<file path="config.mk">
export PLATFORM = sky130hd
export DESIGN_NAME = camac_cycle_sequencer
export DESIGN_NICKNAME = d
export VERILOG_FILES = /design/src/rtl/camac_cycle_sequencer.sv
export SDC_FILE = /design/constraint.sdc
export NUM_CORES = 1
export LEC_CHECK = 0
export CAP_MARGIN = 20
export CELL_PAD_IN_SITES_DETAIL_PLACEMENT = 0
export CELL_PAD_IN_SITES_GLOBAL_PLACEMENT = 1
export CORE_ASPECT_RATIO = 0.9
export CORE_MARGIN = 10
export CORE_UTILIZATION = 25
export DETAILED_ROUTE_END_ITERATION = 8
export GPL_ROUTABILITY_DRIVEN = 0
export GPL_TIMING_DRIVEN = 0
export PLACE_DENSITY_LB_ADDON = 0.3
export SYNTH_ARGS = -nofsm -noshare
export SYNTH_HDL_FRONTEND = slang
export SYNTH_SLANG_ARGS = --single-unit
export TNS_END_PERCENT = 20
</file>
<file path="constraint.sdc">
create_clock -name isa_clk -period 2.74 [get_ports isa_clk]
set_clock_uncertainty 0.2 [all_clocks]
set_input_delay 0.548 -clock isa_clk [delete_from_list [all_inputs] [get_ports isa_clk]]
set_output_delay 0.548 -clock isa_clk [all_outputs]
set_load 0.01 [all_outputs]
</file>
<file path="src/rtl/camac_cycle_sequencer.sv">
// CAMAC dataway sequencer: one ISA command -> N/A/F setup, S1, gap, S2, hold, then a one-cycle response.
// Latency T_SETUP+T_S1+T_GAP+T_S2+T_HOLD+1 cycles (1 for illegal N); while busy, req_ready=0 and isa_chrdy=0, and nothing is queued.
module camac_cycle_sequencer #(
  parameter int unsigned T_SETUP = 2,
  parameter int unsigned T_S1    = 2,
  parameter int unsigned T_GAP   = 2,
  parameter int unsigned T_S2    = 2,
  parameter int unsigned T_HOLD  = 1
) (
  input  logic        isa_clk,
  input  logic        isa_reset,
  input  logic        req_valid,
  output logic        req_ready,
  input  logic [4:0]  req_n,
  input  logic [3:0]  req_a,
  input  logic [4:0]  req_f,
  input  logic [23:0] req_wdata,
  output logic        rsp_valid,
  output logic [23:0] rsp_rdata,
  output logic        rsp_q,
  output logic        rsp_x,
  output logic        rsp_err,
  output logic        isa_chrdy,
  output logic [23:0] camac_n,
  output logic [3:0]  camac_a,
  output logic [4:0]  camac_f,
  output logic [23:0] camac_w,
  input  logic [23:0] camac_r,
  input  logic        camac_q,
  input  logic        camac_x,
  output logic        camac_b,
  output logic        camac_s1,
  output logic        camac_s2
);

  typedef enum logic [2:0] {IDLE, SETUP, STROBE1, GAP, STROBE2, HOLD, DONE} state_t;

  state_t      state, state_nxt;
  logic [3:0]  cnt, cnt_nxt;
  logic [4:0]  lat_n, n_nxt;
  logic [3:0]  lat_a, a_nxt;
  logic [4:0]  lat_f, f_nxt;
  logic [23:0] lat_w, w_nxt;
  logic        cap_q, cap_x;
  logic [23:0] cap_rdata;
  logic        on_bus, err_done, is_write, sample_s1;
  logic [4:0]  n_idx;
  logic [23:0] n_onehot;

  function automatic logic [3:0] reload(input state_t s);
    case (s)
      SETUP:   reload = 4'(T_SETUP - 1);
      STROBE1: reload = 4'(T_S1 - 1);
      GAP:     reload = 4'(T_GAP - 1);
      STROBE2: reload = 4'(T_S2 - 1);
      HOLD:    reload = 4'(T_HOLD - 1);
      default: reload = 4'd0;
    endcase
  endfunction

  always_comb begin
    state_nxt = state;
    n_nxt     = lat_n;
    a_nxt     = lat_a;
    f_nxt     = lat_f;
    w_nxt     = lat_w;
    case (state)
      IDLE: begin
        if (req_valid && req_ready) begin
          n_nxt = req_n;
          a_nxt = req_a;
          f_nxt = req_f;
          w_nxt = req_wdata;
          if (req_n != 5'd0 && req_n < 5'd24) state_nxt = SETUP;
          else                                state_nxt = DONE;
        end
      end
      SETUP:   if (cnt == 4'd0) state_nxt = STROBE1;
      STROBE1: if (cnt == 4'd0) state_nxt = GAP;
      GAP:     if (cnt == 4'd0) state_nxt = STROBE2;
      STROBE2: if (cnt == 4'd0) state_nxt = HOLD;
      HOLD:    if (cnt == 4'd0) state_nxt = DONE;
      DONE:    state_nxt = IDLE;
      default: state_nxt = IDLE;
    endcase

    // Every transition is a state entry, so reload on any change of state.
    if (state_nxt != state) cnt_nxt = reload(state_nxt);
    else if (cnt != 4'd0)   cnt_nxt = cnt - 4'd1;
    else                    cnt_nxt = cnt;
  end

  always_comb begin
    on_bus    = (state_nxt == SETUP) || (state_nxt == STROBE1) || (state_nxt == GAP) ||
                (state_nxt == STROBE2) || (state_nxt == HOLD);
    err_done  = (state == IDLE) && (state_nxt == DONE);
    is_write  = (f_nxt[4:3] == 2'b10);
    sample_s1 = (state == STROBE1) && (cnt == 4'd0);
    n_idx     = n_nxt - 5'd1;
    n_onehot  = 24'd1 << n_idx;
  end

  // Outputs are registered from next-state values so they line up with the state register.
  always_ff @(posedge isa_clk) begin
    if (!isa_reset) begin
      state     <= IDLE;
      cnt       <= 4'd0;
      lat_n     <= 5'd0;
      lat_a     <= 4'd0;
      lat_f     <= 5'd0;
      lat_w     <= 24'd0;
      cap_q     <= 1'b0;
      cap_x     <= 1'b0;
      cap_rdata <= 24'd0;
      req_ready <= 1'b1;
      isa_chrdy <= 1'b1;
      rsp_valid <= 1'b0;
      rsp_rdata <= 24'd0;
      rsp_q     <= 1'b0;
      rsp_x     <= 1'b0;
      rsp_err   <= 1'b0;
      camac_b   <= 1'b0;
      camac_n   <= 24'd0;
      camac_a   <= 4'd0;
      camac_f   <= 5'd0;
      camac_w   <= 24'd0;
      camac_s1  <= 1'b0;
      camac_s2  <= 1'b0;
    end else begin
      state     <= state_nxt;
      cnt       <= cnt_nxt;
      lat_n     <= n_nxt;
      lat_a     <= a_nxt;
      lat_f     <= f_nxt;
      lat_w     <= w_nxt;
      req_ready <= (state_nxt == IDLE);
      isa_chrdy <= !on_bus;
      camac_b   <= on_bus;
      camac_n   <= on_bus ? n_onehot : 24'd0;
      camac_a   <= on_bus ? a_nxt : 4'd0;
      camac_f   <= on_bus ? f_nxt : 5'd0;
      camac_w   <= (on_bus && is_write) ? w_nxt : 24'd0;
      camac_s1  <= (state_nxt == STROBE1);
      camac_s2  <= (state_nxt == STROBE2);
      rsp_valid <= (state_nxt == DONE);

      if (sample_s1) begin
        cap_q     <= camac_q;
        cap_x     <= camac_x;
        cap_rdata <= (lat_f[4:3] == 2'b00) ? camac_r : 24'd0;
      end

      // Response fields change only when entering DONE and hold until the next one.
      if (state_nxt == DONE) begin
        rsp_err   <= err_done;
        rsp_q     <= err_done ? 1'b0  : cap_q;
        rsp_x     <= err_done ? 1'b0  : cap_x;
        rsp_rdata <= err_done ? 24'd0 : cap_rdata;
      end
    end
  end

endmodule

</file>
After elaboration in Yosys (flattened, before gate mapping). Index checks and enable logic that the tools add are counted.

RAM bits: 0. Word-level logic and storage cells: 83. Input port bits: 67. Memory bits (read-only): 0. Register bits: 161. Output and inout bits: 90. Bits in latches: 0. Memories kept: 0.

Bitwise gates (word level): 0. Multiply operators: 0. Shifts and indexed selects: 1. Equal/unequal tests: 13. Div/mod/pow operators: 0. Add/subtract/negate cells: 2. Reduce and logical (&&, ||, !) cells: 20. Order comparisons: 1. Multiplexer cells: 23.

Operator list (number): 24-bit two-way mux (4); 1-bit by 5-bit left shift with 24-bit output (first input constant) (1); 3-bit two-way mux (7); 5-bit two-way mux (4); 3-bit case mux with 6 select lines (1); 4-bit two-way mux (4); 3-bit equality test (second input constant) (5); 3-bit by 2-bit equality test with 1-bit output (second input constant) (4); 3-bit by 1-bit equality test with 1-bit output (second input constant) (2); 3-bit logical NOT (2); 1-bit logical AND (5); 5-bit < comparator (second input constant) (1); 5-bit nonzero test (1); 5-bit by 1-bit subtractor with 5-bit output (second input constant) (1); 4-bit logical NOT (1); 1-bit logical OR (4); 2-bit AND reduction (2); 4-bit nonzero test (1); 4-bit OR reduction (1); 4-bit by 1-bit subtractor with 4-bit output (second input constant) (1); 1-bit two-way mux (3); 3-bit inequality test (1); 2-bit equality test (second input constant) (1); 2-bit logical NOT (1); other kinds (2) (2).

Depth between registers and ports, before layout. Gate-level depths: netlist of run 1.

Word-level depth: 12. Depth in mapped cells: 8. Depth with buffers taken out: 7.

Least setup slack after synthesis of run 1. No wires, ideal clock.

Kind: input to register. Start: input req_n[0]. End: register camac_w[10]. Setup time: 0.141 ns. Stages: 7. Path buffers: 2. Arrival time: 1.986 ns. Required time: 2.399 ns. Slack: 0.413 ns. Path through: buf_2 > or4_4 > o211a_1 > o21a_4 > o21ai_2 > buf_6 > nor3_2.

Word-level cells in the longest chain between the ends: 12. Elaborated cells on any way between the ends: 17. Classes of those cells: order compare (1); eq/ne (5); mux (3); reduce/logical (8).

RTL lines: start, declared (line 14) `input logic [4:0] req_n,`; 5-bit < comparator / 5-bit nonzero test (equally long branches) (line 74) `if (req_n != 5'd0 && req_n < 5'd24) state_nxt = SETUP;`; 1-bit logical AND (*) (line 74); 3-bit two-way mux (*) (line 74); 3-bit two-way mux (*) (line 69) `if (req_valid && req_ready) begin`; 3-bit case mux with 6 select lines (*) (line 67) `case (state)`; 3-bit by 1-bit equality test with 1-bit output / 3-bit by 2-bit equality test with 1-bit output (equally long branches) (line 94) `on_bus = (state_nxt == SETUP) || (state_nxt == STROBE1) || (state_nxt == GAP) ||`; 1-bit logical OR (3 in a row) (line 94); 1-bit logical OR (*) (line 95) `(state_nxt == STROBE2) || (state_nxt == HOLD);`; 1-bit logical AND (*) (line 142) `camac_w <= (on_bus && is_write) ? w_nxt : 24'd0;`; 2-bit AND reduction (no source line) (*); end signal, assigned (line 142); end, declared (line 27) `output logic [23:0] camac_w,`.

Every way passes the cells marked *; elsewhere a longest branch is shown, timed or not. A chain may end at the register's enable or synchronous reset.

Worst setup path after layout of run 1.
Start: input req_n[1]. End: register camac_w[15].

Same word-level chain as after synthesis.

==> run_results.csv, run 1 <==
group,metric,value,unit
outcome,outcome,"finished, final reports clean",
die,die_y,167,um
clock_network,clock_latency,430,ps
final_layout,area_growth,41.9,%
place,placed_area,0.00788,sq mm
power,p_per_area,891,mW/mm^2
drt,wl_met2,8.04,mm
worst_setup_path,critPathKind,"input port to flip-flop",
drt,wl_per_cell,16.3,um
synthesis,ys_ff_latch,161,
timing,slew_headroom,0.518,
grt,antenna_found_initial,2,
grt,grt_pass1_vias,4981,
final_layout,drive_gt1_frac,0.0985,
timing,hold_slack,201,ps
die,initial_utilization,0.255,
drt,viasPerCell,4.36,
synthesis,ys_async_sr_fraction,0,
power,netSwitchingFraction,0.343,
worst_setup_path,cp_cell_sequence,"clkdlybuf4s50_1, or4_4, o211a_1, o21a_4, o21ai_2, buf_6, nor3_2",
synthesis,synthTopCellsByArea,"dfxtp_1 54%, mux2i_1 10%, nand2_1 6.6%",
timing,period_share,0.923,
worst_setup_path,r2r_slack,270,ps
worst_setup_path,crit_fanout,10,
power,p_leak,3.08,nW
worst_setup_path,worstPathArrival,2620,ps
timing,setup_viol,0,
clock_network,clock_sinks,161,
synthesis,syn-num-nets,697,
min_path,hp-class,"input port to flip-flop",
drt,routed.top_layer,"met4",
synthesis,synth_flop_cell,"dfxtp_1",
grt,grt_pass1_wl,28.9,mm
clock_network,htreeDepth,4,
power,power_switching,2.60,mW
synthesis,yosysWarningCount,0,
die,die_area,0.0306,sq mm
power,clockPowerShare,0.327,
die,core.rowCount,53,
drt,dr.first_iter.drc_count,201,
power,p_seq_frac,0.366,
final_layout,stdcell_area,0.00850,sq mm
clock_network,cts_buffers,17,
clock_network,ctsResizeCount,0,
synthesis,synth.distinct_cells,54,
clock_network,postCtsHoldBufs,0,
power,vdd_drop_max,353,uV
clock_network,cts_setup_buffers,0,
worst_setup_path,start_kind,"input port",
final_layout,area.sequential,0.00322,sq mm
synthesis,synthCells,629,
final_layout,multi_input_area,0.00247,sq mm
timing,hold_viol_final,0,
final_layout,utilization,0.362,
clock_network,clkTransAtPathRegs,70,ps
place,dp_hpwl,13.5,mm
power,p_comb_frac,0.307,
synthesis,avgSynthCellArea,9.52,sq um
drt,wl_met1,8.37,mm
timing,rsz0062_at_grt,"false",
place,port_buffers,151,
clock_network,cts_tree,"built",
drt,dr_wl_met3,1.60,mm
drt,first_pass_iters,4,
die,coreArea,0.0235,sq mm
final_layout,nets,867,
timing,setup_slack,210,ps
clock_network,cts-root-buf,"clkbuf_16",
run,cap_violations,0,
synthesis,synth.top_cell.area_share,0.538,
synthesis,syn_area,0.00599,sq mm
timing,clock.fmax,0.395,GHz
die,die_w,183,um
grt,grt_usage,0.121,
worst_setup_path,cp.required,2830,ps
synthesis,seq_area_frac_synth,0.538,
timing,tightest_slew,722,ps
place,pre_cts_ws,-250,ps
drt,drt_drc_violations_left,0,
power,power.internal,4.97,mW
worst_setup_path,slowest_delay,550,ps
drt,wl,18.2,mm
grt,grt_overflow,0,
clock_network,clock_path_buffers,2,
timing,min_period,2530,ps
worst_setup_path,cp-end-kind,"flip-flop",
synthesis,synth_edf_count,0,
worst_setup_path,critPathSlowestCell,"clkdlybuf4s50_1",
final_layout,fill_cells,2425,
drt,num_vias,4871,
drt,ant_nets,0,
grt,grt_max_degree,17,
timing,slew_violations,0,
die,pin_count,157,
synthesis,synth_area_leader_cell,"dfxtp_1",
through the flow:
stage               setup TNS [ps]  power, mW  std cells
floorplan                        0       4.40        629
global placement            -16970       5.17       1082
detailed placement          -15900       5.17       1082
CTS                              0       7.67       1114
global route                     0       8.02       1114
finish                           0       7.57       1116
power by group through the flow:
stage | logic [mW] | clock network (mW) | registers (mW)
6_report | 2.32 | 2.47 | 2.77
5_1_grt | 2.57 | 2.64 | 2.81
4_1_cts | 2.35 | 2.54 | 2.78
3_5_place_dp | 2.34 | 0 | 2.83
3_3_place_gp | 2.34 | 0 | 2.82
2_1_floorplan | 1.57 | 0 | 2.83
critical path, delay by kind of cell:
kind | cells | cell delay [ps]
buf+inv | 2 | 800
compound gates | 3 | 660
simple gates | 2 | 600
metal layers:
metal  track usage  vias up
met5             0        -
met4        0.0417        0
met3        0.0583       16
met1         0.147     2247
li1              -     2494
met2         0.181      114
sequential cells by signal, indices dropped and copies added (netlist names), 3 cells and up:
register   cells
camac_a        4
camac_f        5
camac_n       24
camac_w       24
cap_rdata     24
cnt            4
lat_a          4
lat_f          5
lat_n          5
lat_w         24
rsp_rdata     24
state          3
layout make-up:
cell class / count / area share
diodes: 2 / 0.000589
plain buffers: 46 / 0.0302
clock buffers: 19 / 0.0533
clock inverters: 13 / 0.0188
inverters: 10 / 0.00442
multi-input cells: 412 / 0.291
flip-flops and latches: 161 / 0.379
well taps: 302 / 0.0445
repair buffers: 151 / 0.178
final timing paths:
| kind | startpoint | to | depth (start not counted) |
|---|---|---|---|
| min reg2reg | cap_rdata[7] | cap_rdata[7] | 2 |
| min | req_n[3] | lat_n[3] | 3 |
| max | req_n[1] | camac_w[15] | 7 |
| max reg2reg | cnt[0] | cap_rdata[14] | 8 |
cell usage in the layout (no fill, tap or decap), drive strengths merged, types with 7 or more instances in the layout:
cell type and instances:
mux2i 62, nor4 12, dfxtp 161, nand2 105, inv 17, nand3 26, clkbuf 46, a21oi 38
clkdlybuf4s50 151, o21ai 7, nor3 44, buf 19, nor2 63
cells in the mapped netlist (10+ instances only):
cell	count
nand3_1	26
nor3_1	23
clkbuf_1	27
nor2_1	62
buf_2	11
mux2i_1	62
nor4_1	12
dfxtp_1	161
nand2_1	105
nor3_2	21
a21oi_1	37
inv_1	10
logic make-up (layout without fill, tap and decap cells):
kind of cell	Yosys count	count (layout)	share of synthesized area
AND/OR/NAND/NOR	274	274	0.226
flip-flops	161	161	0.538
AO/OA/AOI/OAI	68	68	0.0706
multiplexers	62	62	0.104
buffers and inverters	56	239	0.0491
XOR/XNOR	7	7	0.0102
adder cells (fa/ha/maj)	1	1	0.00209
other	0	2	0
(Power assumes the default switching activity.)
==> run 2: changes to the inputs <==
--- a/config.mk
+++ b/config.mk
@@ -10,7 +10,7 @@
 export CELL_PAD_IN_SITES_GLOBAL_PLACEMENT = 1
 export CORE_ASPECT_RATIO = 0.9
 export CORE_MARGIN = 10
-export CORE_UTILIZATION = 25
+export CORE_UTILIZATION = 36
 export DETAILED_ROUTE_END_ITERATION = 8
 export GPL_ROUTABILITY_DRIVEN = 0
 export GPL_TIMING_DRIVEN = 0
==> run 2 against run 1 <==
Effect of this change: worst setup slack better by 19 ps; hold slack gained 16 ps; utilization up 16 points; non-clock buffer count stayed put; final area shrank 1.1%; critical endpoint is now camac_w[18]; routed wire length fell by 7.6%; combinational power about the same; largest power group unchanged; register-to-register slack better by 50 ps; critical path depth unchanged; clock power is 3% higher; flip-flop and latch count unchanged; clock-buffer cell count rose by 5.
==> run_results.csv, run 2 (synthesis results as in run 1) <==
group,metric,value,unit
drt,wl,16.8,mm
worst_setup_path,cp.required,2810,ps
final_layout,drive_gt1_frac,0.0948,
drt,viasPerCell,4.87,
die,die_area,0.0222,sq mm
worst_setup_path,r2r_slack,320,ps
drt,drt_drc_violations_left,0,
drt,num_vias,4967,
clock_network,ctsResizeCount,0,
final_layout,area.sequential,0.00322,sq mm
worst_setup_path,cp-end-kind,"flip-flop",
power,vdd_drop_max,596,uV
drt,first_pass_iters,4,
final_layout,fill_cells,1427,
timing,setup_viol,0,
clock_network,clock_sinks,161,
final_layout,antenna_cells,0,
grt,grt_max_degree,17,
die,coreArea,0.0162,sq mm
grt,grt_pass1_wl,27.0,mm
clock_network,postCtsHoldBufs,0,
grt,antenna_found_initial,2,
worst_setup_path,rr_endpoint,"cap_rdata[5]",
worst_setup_path,startpoint,"req_n[1]",
final_layout,stdcell_area,0.00840,sq mm
run,cap_violations,0,
min_path,holdCritStartpoint,"req_n[3]",
clock_network,htreeDepth,4,
place,placed_area,0.00776,sq mm
grt,grt_overflow,0,
min_path,hp-class,"input port to flip-flop",
timing,period_share,0.916,
timing,tightest_slew,709,ps
die,pin_count,157,
final_layout,multi_input_area,0.00247,sq mm
clock_network,cts_tree,"built",
timing,min_period,2510,ps
clock_network,cts_buffers,17,
worst_setup_path,r2r_cells,8,
final_layout,utilization,0.517,
timing,slew_violations,0,
clock_network,clock_path_buffers,2,
worst_setup_path,crit_fanout,10,
grt,grt_usage,0.152,
timing,setup_slack,229,ps
clock_network,cts-root-buf,"clkbuf_16",
clock_network,clkTransAtPathRegs,60,ps
timing,rsz0062_at_grt,"false",
clock_network,clock_latency,420,ps
worst_setup_path,endpoint,"camac_w[18]",
worst_setup_path,critPathKind,"input port to flip-flop",
worst_setup_path,start_kind,"input port",
drt,ant_nets,0,
drt,dr.first_iter.drc_count,240,
timing,clock.fmax,0.398,GHz
worst_setup_path,worstPathArrival,2580,ps
die,die_y,142,um
place,dp_hpwl,12.7,mm
timing,hold_viol_final,0,
final_layout,most-common-layout-cells,"161 x dfxtp_1, 151 x clkdlybuf4s50_1, 105 x nand2_1",
grt,grt_pass1_vias,5156,
drt,wl_per_cell,16.5,um
timing,slew_headroom,0.527,
final_layout,area_growth,40.2,%
power,p_per_area,905,mW/mm^2
timing,final.setup.tns,0,ps
final_layout,layout_commonest_cell,"dfxtp_1",
die,die_w,156,um
worst_setup_path,reg2reg_from,"cnt[0]",
final_layout,nets,867,
power,report.power.total,7.61,mW
place,pre_cts_ws,-182,ps
clock_network,cts_setup_buffers,0,
outcome,outcome,"finished, final reports clean",
die,initial_utilization,0.369,
die,core.rowCount,44,
power,p_leak,3.10,nW
place,port_buffers,151,
run 2: cell count changes in the layout (fill, tap and decap cells not counted):
cell / previous run / this run
clkinv_4: 1 / 0
diode_2: 2 / 0
bufinv_16: 2 / 4
clkinv_2: 0 / 1
inv_6: 4 / 1
clkbuf_8: 2 / 4
clkbuf_1: 27 / 30
clkinvlp_4: 3 / 2
inv_8: 3 / 0
run 2: worst min path at each step:
stage	to	slack, ps	depth (start not counted)
2_1_floorplan	cap_rdata[0]	230	2
3_3_place_gp	cap_rdata[11]	240	2
3_5_place_dp	cap_rdata[13]	250	2
4_1_cts	lat_n[3]	190	3
5_1_grt	lat_n[3]	220	3
6_report	lat_n[3]	220	3
run 2: metal layers:
layer | up-vias | global-route usage | part of all wire
met5 | - | 0 | 0.0015
met4 | 4 | 0.0402 | 0.013
met3 | 21 | 0.0783 | 0.095
met2 | 121 | 0.248 | 0.47
met1 | 2339 | 0.173 | 0.42
li1 | 2482 | - | -
run 2: final cells by class:
type,count,area share
Tap cell,207,0.0308
Inverter,10,0.00447
Clock buffer,24,0.0585
Clock inverter,8,0.0177
Buffer,46,0.0305
Timing Repair Buffer,151,0.180
Sequential cell,161,0.384
Multi-Input combinational cell,412,0.294
run 2: worst max-delay path, stage by stage:
cell             delay (ps)
clkdlybuf4s50_1         550
or4_4                   550
o211a_1                 250
o21a_4                  230
o21ai_2                 160
buf_6                   230
nor3_2                   50
run 2: metrics by stage:
stage | instances | hold slack [ps]
5_1_grt | 1019 | 224
4_1_cts | 1019 | 194
3_5_place_dp | 987 | 245
6_report | 1019 | 217
2_1_floorplan | 629 | 232
3_3_place_gp | 987 | 239
run 2: where the power goes:
| part | total (mW) | switching [mW] | internal (mW) |
|---|---|---|---|
| logic | 2.29 | 1.37 | 0.917 |
| registers | 2.78 | 0.143 | 2.63 |
| clock network | 2.54 | 0.918 | 1.63 |
| total | 7.61 | 2.43 | 5.18 |
